### src/rtl/sram_port_arb_pkg.sv
// sram_arb_pkg: shared helpers for the SRAM port arbiter.
//   sw_of   : byte-strobe width for a given data width
//   rr_pick : round-robin one-hot grant from a request vector and a pointer
package sram_arb_pkg;
   localparam int MAXN = 16;
   function automatic int sw_of(input int dw);
      return (dw + 7) / 8;
   endfunction
   // Scan n requesters starting at ptr (wrapping); first hit wins.
   function automatic logic [MAXN-1:0] rr_pick(input logic [MAXN-1:0] req, input int ptr, input int n);
      logic [MAXN-1:0] g;
      int idx;
      g = '0;
      for (int k = 0; k < MAXN; k++) begin
         if (k < n) begin
            idx = (ptr + k) % n;
            if (req[idx] && g == '0) g[idx] = 1'b1;
         end
      end
      return g;
   endfunction
endpackage

### src/rtl/sram_port_arb_if.sv
// sram_port_arb_if: requester-side request/response bus, flattened per requester.
//   master : requesters (drive req_*, resp_ready)
//   slave  : arbiter (drives req_ready, resp_valid, resp_data)
interface sram_port_arb_if #(
   parameter int DW   = 32,
   parameter int AW   = 14,
   parameter int NREQ = 2
);
   import sram_arb_pkg::*;
   localparam int SW = sw_of(DW);
   logic [NREQ-1:0]      req_valid;
   logic [NREQ-1:0]      req_ready;
   logic [NREQ-1:0]      req_wen;
   logic [NREQ*AW-1:0]   req_addr;
   logic [NREQ*DW-1:0]   req_wdata;
   logic [NREQ*SW-1:0]   req_wstrb;
   logic [NREQ-1:0]      resp_valid;
   logic [NREQ-1:0]      resp_ready;
   logic [NREQ*DW-1:0]   resp_data;
   modport master (
      output req_valid, req_wen, req_addr, req_wdata, req_wstrb, resp_ready,
      input  req_ready, resp_valid, resp_data
   );
   modport slave (
      input  req_valid, req_wen, req_addr, req_wdata, req_wstrb, resp_ready,
      output req_ready, resp_valid, resp_data
   );
endinterface

### src/rtl/sram_port_arb_rr_arb.sv
// rr_arb: N-way round-robin arbiter with its own pointer.
//   CLK, RST : clock, synchronous active-high reset (pointer -> 0, grant forced low)
//   req      : request vector
//   gnt      : one-hot grant, combinational from req; pointer moves to grant+1
module rr_arb
   import sram_arb_pkg::*;
#(
   parameter int N = 2
) (
   input  logic         CLK,
   input  logic         RST,
   input  logic [N-1:0] req,
   output logic [N-1:0] gnt
);
   localparam int PW = $clog2(N);
   logic [PW-1:0]   ptr, ptr_nxt;
   logic [MAXN-1:0] pick;
   logic            unused_pick;
   assign pick        = rr_pick(MAXN'(req), int'(ptr), N);
   assign unused_pick = ^pick;
   assign gnt         = RST ? '0 : pick[N-1:0];
   always_comb begin
      ptr_nxt = ptr;
      for (int k = 0; k < N; k++)
         if (gnt[k]) ptr_nxt = (k == N - 1) ? '0 : PW'(k + 1);
   end
   always_ff @(posedge CLK)
      ptr <= RST ? '0 : ptr_nxt;
endmodule

### src/rtl/sram_port_arb.sv
// sram_port_arb: shares one simple-dual-port SRAM among NREQ requesters.
//   CLK, RST      : clock, synchronous active-high reset
//   bus (slave)   : per-requester valid/ready request and response channels
//   sram_*_w      : SRAM write port (en, addr, data, byte strobes)
//   sram_*_r      : SRAM read port (en, addr); sram_data_r valid the cycle after en
module sram_port_arb
   import sram_arb_pkg::*;
#(
   parameter  int DW   = 32,
   parameter  int AW   = 14,
   parameter  int NREQ = 2,
   localparam int SW   = sw_of(DW)
) (
   input  logic          CLK,
   input  logic          RST,
   sram_port_arb_if.slave bus,
   output logic          sram_en_w,
   output logic [AW-1:0] sram_addr_w,
   output logic [DW-1:0] sram_data_w,
   output logic [SW-1:0] sram_wstrb,
   output logic          sram_en_r,
   output logic [AW-1:0] sram_addr_r,
   input  logic [DW-1:0] sram_data_r
);
   logic [NREQ-1:0] wr_req, rd_req, wr_gnt, rd_gnt, rd_ok, inflight, hold_valid;
   assign wr_req = bus.req_valid & bus.req_wen;
   // A requester may only issue a read if its previous response cannot be left stranded.
   assign rd_ok  = ~hold_valid & ~(inflight & ~bus.resp_ready);
   assign rd_req = bus.req_valid & ~bus.req_wen & rd_ok;
   rr_arb #(.N(NREQ)) u_wr_arb (.CLK(CLK), .RST(RST), .req(wr_req), .gnt(wr_gnt));
   rr_arb #(.N(NREQ)) u_rd_arb (.CLK(CLK), .RST(RST), .req(rd_req), .gnt(rd_gnt));
   assign bus.req_ready = wr_gnt | rd_gnt;
   always_comb begin
      sram_en_w   = |wr_gnt;
      sram_addr_w = '0;
      sram_data_w = '0;
      sram_wstrb  = '0;
      sram_en_r   = |rd_gnt;
      sram_addr_r = '0;
      for (int k = 0; k < NREQ; k++) begin
         if (wr_gnt[k]) begin
            sram_addr_w = bus.req_addr[k*AW +: AW];
            sram_data_w = bus.req_wdata[k*DW +: DW];
            sram_wstrb  = bus.req_wstrb[k*SW +: SW];
         end
         if (rd_gnt[k]) sram_addr_r = bus.req_addr[k*AW +: AW];
      end
   end
   for (genvar i = 0; i < NREQ; i++) begin : g_resp
      logic          infl, hv;
      logic [DW-1:0] hd;
      // Read data is live on sram_data_r for one cycle only; park it if not consumed.
      always_ff @(posedge CLK) begin
         if (RST) begin
            infl <= 1'b0;
            hv   <= 1'b0;
            hd   <= '0;
         end else begin
            infl <= rd_gnt[i];
            if (infl & ~bus.resp_ready[i]) begin
               hv <= 1'b1;
               hd <= sram_data_r;
            end else if (hv & bus.resp_ready[i]) begin
               hv <= 1'b0;
            end
         end
      end
      assign inflight[i]              = infl;
      assign hold_valid[i]            = hv;
      assign bus.resp_valid[i]        = ~RST & (hv | infl);
      assign bus.resp_data[i*DW +: DW] = hv ? hd : infl ? sram_data_r : '0;
   end
endmodule

### src/flat_wrapper.sv
// flat-port wrapper written by rule: the top's interface ports become plain ports
module sram_port_arb_flat import sram_arb_pkg::*;
#(
   parameter  int DW   = 32,
   parameter  int AW   = 14,
   parameter  int NREQ = 2,
   localparam int SW   = sw_of(DW)
)
  (CLK, RST, sram_en_w, sram_addr_w, sram_data_w, sram_wstrb, sram_en_r, sram_addr_r, sram_data_r, bus_req_valid, bus_req_wen, bus_req_addr, bus_req_wdata, bus_req_wstrb, bus_resp_ready, bus_req_ready, bus_resp_valid, bus_resp_data);
  sram_port_arb_if #(.DW(DW), .AW(AW), .NREQ(NREQ)) bus_i ();
  input  logic CLK;
  input  logic RST;
  output logic sram_en_w;
  output logic [AW-1:0] sram_addr_w;
  output logic [DW-1:0] sram_data_w;
  output logic [SW-1:0] sram_wstrb;
  output logic sram_en_r;
  output logic [AW-1:0] sram_addr_r;
  input  logic [DW-1:0] sram_data_r;
  input wire logic [$bits(bus_i.req_valid)-1:0] bus_req_valid;
  input wire logic [$bits(bus_i.req_wen)-1:0] bus_req_wen;
  input wire logic [$bits(bus_i.req_addr)-1:0] bus_req_addr;
  input wire logic [$bits(bus_i.req_wdata)-1:0] bus_req_wdata;
  input wire logic [$bits(bus_i.req_wstrb)-1:0] bus_req_wstrb;
  input wire logic [$bits(bus_i.resp_ready)-1:0] bus_resp_ready;
  output wire logic [$bits(bus_i.req_ready)-1:0] bus_req_ready;
  output wire logic [$bits(bus_i.resp_valid)-1:0] bus_resp_valid;
  output wire logic [$bits(bus_i.resp_data)-1:0] bus_resp_data;
  assign bus_i.req_valid = bus_req_valid;
  assign bus_i.req_wen = bus_req_wen;
  assign bus_i.req_addr = bus_req_addr;
  assign bus_i.req_wdata = bus_req_wdata;
  assign bus_i.req_wstrb = bus_req_wstrb;
  assign bus_i.resp_ready = bus_resp_ready;
  assign bus_req_ready = bus_i.req_ready;
  assign bus_resp_valid = bus_i.resp_valid;
  assign bus_resp_data = bus_i.resp_data;
  sram_port_arb #(.DW(DW), .AW(AW), .NREQ(NREQ)) u_core (.CLK(CLK), .RST(RST), .bus(bus_i), .sram_en_w(sram_en_w), .sram_addr_w(sram_addr_w), .sram_data_w(sram_data_w), .sram_wstrb(sram_wstrb), .sram_en_r(sram_en_r), .sram_addr_r(sram_addr_r), .sram_data_r(sram_data_r));
endmodule
### config.mk
export PLATFORM = sky130hd
export DESIGN_NAME = sram_port_arb_flat
export DESIGN_NICKNAME = d
export VERILOG_FILES = /design/src/rtl/sram_port_arb_pkg.sv /design/src/rtl/sram_port_arb_if.sv /design/src/rtl/sram_port_arb_rr_arb.sv /design/src/rtl/sram_port_arb.sv /design/src/flat_wrapper.sv
export SDC_FILE = /design/constraint.sdc
export NUM_CORES = 1
export LEC_CHECK = 0
export ABC_AREA = 1
export CAP_MARGIN = 40
export CORE_ASPECT_RATIO = 1.2
export CORE_MARGIN = 3
export CORE_UTILIZATION = 35
export CTS_CLUSTER_SIZE = 28
export DETAILED_ROUTE_END_ITERATION = 8
export PLACE_DENSITY = 0.76
export REMOVE_ABC_BUFFERS = 1
export SLEW_MARGIN = 10
export SYNTH_ARGS = -nofsm -noshare
export SYNTH_HDL_FRONTEND = slang
export SYNTH_SLANG_ARGS = --single-unit
### constraint.sdc
create_clock -name CLK -period 3 [get_ports CLK]
set_input_delay 0.3 -clock CLK [delete_from_list [all_inputs] [get_ports CLK]]
set_output_delay 0.3 -clock CLK [all_outputs]
set_load 0.05 [all_outputs]
; Word level (Yosys, flattened, before mapping)
; Index checks and enable logic that the tools add are counted.
[op_classes]
addsub = 2
magnitude_cmp = 8
mux = 40
n_bitwise = 25
n_reduce_logical = 14
[op_table]
columns = operator, count
row1 = 32-bit 2-to-1 mux, 6
row2 = 14-bit 2-to-1 mux, 4
row3 = 16-bit zero test, 2
row4 = 1-bit 2-to-1 mux, 16
row5 = 2-bit by 6-bit < comparator with 1-bit output (second input constant), 2
row6 = 2-bit 2-to-1 mux, 6
row7 = 2-bit AND, 5
row8 = 1-bit by 5-bit < comparator with 1-bit output (second input constant), 2
row9 = 4-bit 2-to-1 mux, 2
row10 = 2-bit inverter, 4
row11 = 2-bit OR reduction, 4
row12 = 1-bit AND, 6
row13 = 1-bit logical AND, 6
row14 = 2-bit OR, 3
row15 = 1-bit binary-select mux with 2-bit select, 2
row16 = 1-bit demux with 2-bit select, 2
row17 = 2-bit by 1-bit greater-or-equal comparator with 1-bit output (second input constant), 2
row18 = 2-bit nonzero test, 2
row19 = 1-bit inverter, 3
row20 = 1-bit adder (second input constant), 2
row21 = 1-bit AND (first input constant), 2
row22 = 1-bit demux with 1-bit select, 2
row23 = 1-bit greater-or-equal comparator (second input constant), 2
row24 = 1-bit OR, 2
[word_totals]
ff_bits = 70
in_bits = 140
elab_cells = 97

; Logic depth before layout (Yosys ltp)
[logic_depth]
word_depth = 14
mapped_depth = 8
depth_no_buf = 7

; Hierarchy
; Synthesis repeated with hierarchy kept, for this count alone.
[hier_totals]
cells_unflattened = 794
area_unflattened_um2 = 4545.6
[modules_own_cells]
columns = mod, instances, cells_per_inst, area_each_um2
row1 = sram_port_arb, 1, 772, 4430.5
row2 = rr_arb, 2, 11, 57.6

; Least setup slack after synthesis
; OpenSTA, ideal clock, no wires.
[synth_path]
path_type = register -> output
startpoint = register u_core.g_resp[0].hv
endpoint = output port bus_resp_data[27]
t_arrival_ns = 1.575
required_time_ns = 2.700
path_slack_ns = 1.125
path_stages_with_launch = 3
path_buffers = 0
path_cell_list = dfxtp_1 inv_2 o21ai_0
[synth_via]
elab_chain_cells = 1
[synth_rtl]
columns = item, line
row1 = from (decl), sram_port_arb.sv:50  ; logic infl, hv;
row2 = from (signal assigned), sram_port_arb.sv:56  ; hv <= 1'b0;
row3 = from (signal assigned), sram_port_arb.sv:61  ; hv <= 1'b1;
row4 = from (signal assigned), sram_port_arb.sv:64  ; hv <= 1'b0;
row5 = 32-bit 2-to-1 mux, sram_port_arb.sv:71  ; assign bus.resp_data[i*DW +: DW] = hv ? hd : infl ? sram_data_r : '0;
row6 = to (decl), flat_wrapper.sv:28  ; output wire logic [$bits(bus_i.resp_data)-1:0] bus_resp_data;
; No other way between the ends.

; Worst setup path after layout
[layout_path]
startpoint = register u_core.g_resp[1].infl
endpoint = output port bus_req_ready[1]
[layout_via]
elab_chain_cells = 12
word_cells_on_any_way = 16
classes_between = mux: 8 / bitwise: 6 / reduce/logical: 2
[layout_rtl]
columns = item, line
row1 = from (decl), sram_port_arb.sv:50
row2 = from (signal assigned), sram_port_arb.sv:59  ; infl <= rd_gnt[i];
row3 = 2-bit AND (*), sram_port_arb.sv:28  ; assign rd_ok = ~hold_valid & ~(inflight & ~bus.resp_ready);
row4 = 2-bit inverter (*), sram_port_arb.sv:28
row5 = 2-bit AND (*), sram_port_arb.sv:28
row6 = 2-bit AND (*), sram_port_arb.sv:29  ; assign rd_req = bus.req_valid & ~bus.req_wen & rd_ok;
row7 = 1-bit 2-to-1 mux (not written as such) (2 in series), sram_port_arb_pkg.sv:17  ; if (req[idx] && g == '0) g[idx] = 1'b1;
row8 = 2-bit 2-to-1 mux, sram_port_arb_pkg.sv:17
row9 = 16-bit zero test, sram_port_arb_pkg.sv:17
row10 = 1-bit logical AND, sram_port_arb_pkg.sv:17
row11 = 2-bit 2-to-1 mux (*), sram_port_arb_pkg.sv:17
row12 = 2-bit 2-to-1 mux (*), sram_port_arb_rr_arb.sv:21  ; assign gnt = RST ? '0 : pick[N-1:0];
row13 = 2-bit OR (*), sram_port_arb.sv:32  ; assign bus.req_ready = wr_gnt | rd_gnt;
row14 = to (decl), flat_wrapper.sv:26  ; output wire logic [$bits(bus_i.req_ready)-1:0] bus_req_ready;
; Every way passes the cells marked *; elsewhere a longest branch is shown, timed or not. The select of a mux whose other input is x is not followed.

==> qor.yml <==
status: "finished clean"
ios: 274
tns_ns: 0
dp_cells: 1141
first_iter_violations: 447
path_max_fanout: 34
cp_data_required_time_ns: 2.70
end_kind: "output pin"
placed_area_sq_um: 7780
route.detailed.drc: 0
slew_violations: 0
place.gp.congestion: 0.828
worstMarginPinSlew_ns: 0.772
dpl_worst_slack_ns: 0.533
synth_most_common_cell: "nand2_1"
worst_slack_ns: 0.318
cts_tree: "built"
layout-drive-gt1-share_pct: 19.0
final-hold-violation-count: 0
antenna_found_initial: 0
synth.top_cells.by_count: "260 x nand2_1, 70 x dfxtp_1, 69 x nor2_1"
ant_nets: 0
hold_path.class: "in2reg"
p_per_area_nw_per_um2: 386
fill_cells: 1128
areaGrowthSynthToFinish_pct: 78.6
post_cts_resized: 0
path_cells: "buf_4 -> inv_4 -> nor2_8 -> nor2_8 -> nand2_4 -> nand2_1 -> nand2_1 -> nand2_1 -> buf_4"
period_needed_ns: 2.68
yosysSeqAreaShare_pct: 30.9
grt_max_degree: 50
clock_latency_ns: 0.33
first_pass_iters: 5
yosysTopAreaCell: "dfxtp_1"
clockBufferDepth: 2
synth_edf_count: 0
avgSynthCellArea_sq_um: 6.07
start_util_pct: 36.7
syn_area_sq_um: 4540
fin_area_sq_um: 8110
yosys_warnings: 0
synth_cells: 748
cts_made_buffers: 9
hold_buffers: 0
ys_top_cells_by_area: "dfxtp_1 31%, nand2_1 21%, nand3_1 7.5%, nor2_1 5.7%, o21ai_1 5.5%"
core_sq_um: 12400
setup_viol: 0
die_area_sq_um: 14400
routedWlPerCell_microns: 17.4
seq_area_sq_um: 1400
globalRouteOverflowTotal: 0
worst_r2r_startpoint: "u_core.g_resp[0].infl$_SDFF_PP0_"
multi_input_area_sq_um: 2530
yosysTopAreaCellShare_pct: 30.9
synth_ff_type: "dfxtp_1"
vias: 5761
die_h_microns: 131
placementRows: 44
grt_pass1_wl_mm: 30.3
vdd_ir_drop_max_v: 0.000311
htreeDepth: 3
postCtsSetupBuffers: 0
critPathMaxStageDelay_ns: 0.36
crit_top_cell: "nand2_1"
port_buffers: 273
final_cells: 1156
cts_sinks: 70
cp_slowest_cell: "buf_4"
wl_mm: 20.1
die_x_microns: 110
post-dp-hpwl_mm: 14.7
p_leak_nw: 3.78
period_share_pct: 89.4
rsz0062_at_grt: "no"
crit_start: "u_core.g_resp[1].infl$_SDFF_PP0_"
ys_ff_latch: 70
ys_async_sr_fraction_pct: 0
fin_worst_skew_ns: 0.00824
max_clock_freq_mhz: 373
final_nets: 1131
crit_path_start_kind: "flop"
whs_ns: 0.380
grt_use_total_pct: 27.3
max_slew_margin_pct: 48.4
clk_pin_slew_ns: 0.05
grt_pass1_vias: 5488
antenna_cells: 0
routed_via_density: 4.98
drv_cap: 0
arrival_ns: 2.38
root_buffer: "clkbuf_16"
worstSetupPathType: "reg2out"
hold_start: "RST"
synth_cell_types: 26
[worst max-delay path, delay by kind of cell (launching register included)]
| kind | cells | cell delay (ns) |
|---|---|---|
| simple gates | 6 | 1.03 |
| buf+inv | 3 | 0.65 |
| flops | 1 | 0.31 |
[power by group]
part	leakage, nW	total [mW]	internal [mW]	switching, mW
logic	3.06	1.00	0.433	0.567
registers	0.568	0.978	0.960	0.0177
clock network	0.155	1.15	0.768	0.385
total	3.78	3.13	2.16	0.970
[placed cells by master, fill, tap and decap left out]
master           count
clkdlybuf4s50_1    140
buf_2                1
buf_12              70
o31ai_1              1
nand3_2             11
nand2_1            260
nand4_1             15
clkbuf_8             2
nor2_1              69
o211ai_4             1
clkbuf_1             1
o21ai_1             50
nor2_4               1
nor2_2               1
bufinv_16            2
nand3_1             68
clkinvlp_4           1
dfxtp_1             70
o21ai_0             36
inv_2                3
inv_1               62
clkbuf_16            9
nand3_4              2
a21oi_1             32
clkinv_4             1
nor3_1               2
nand2_4              2
nand2_2              1
nor2_8               2
inv_4                2
buf_4               77
[routing by layer]
layer  global-route usage [%]  vias to the layer above  share of wire, %
met5                        0                        -                 0
met4                     8.14                        0               2.0
met3                     10.3                       24                11
met2                     44.9                      247                47
met1                     33.0                     2635                40
li1                         -                     2855                 -
[metrics by stage]
| step | util (%) | total power, mW |
|---|---|---|
| after floorplan | - | 1.43 |
| after global placement | 62.8 | 1.99 |
| after detailed placement | 62.8 | 2.00 |
| after CTS | 65.5 | 3.15 |
| after global routing | 65.5 | 3.25 |
| final | 65.5 | 3.13 |
[sequential cells by signal (all words and copies together) (netlist names)]
signal               count
u_core.g_resp.hd        64
u_core.u_wr_arb.ptr      1
u_core.g_resp.infl       2
u_core.u_rd_arb.ptr      1
u_core.g_resp.hv         2
[area by class of cell]
class                   count  area share [%]
repair buffers            288            41.8
multi-input cells         554            31.2
flip-flops and latches     70            17.3
inverters                  68            3.27
clock buffers              12            3.16
well taps                 161            2.48
clock inverters             3           0.833
[logic make-up (layout without fill, tap and decap cells)]
| logic type | count (synthesis) | after routing | synth area share (%) |
|---|---|---|---|
| compound gates | 120 | 120 | 13.6 |
| buf+inv | 124 | 371 | 13.4 |
| flops | 70 | 70 | 30.9 |
| simple gates | 434 | 434 | 42.1 |
[worst paths after layout]
path / to / slack (ns) / cells after the start
worst min register to register: u_core.g_resp[0].hd[27]$_SDFFE_PP0P_ / 0.45 / 2
worst max-delay path: bus_req_ready[1] / 0.32 / 9
worst max register to register: u_core.g_resp[0].hd[2]$_SDFFE_PP0P_ / 0.92 / 6
worst min-delay path: u_core.g_resp[0].hd[25]$_SDFFE_PP0P_ / 0.38 / 2
(Power assumes the default switching activity.)
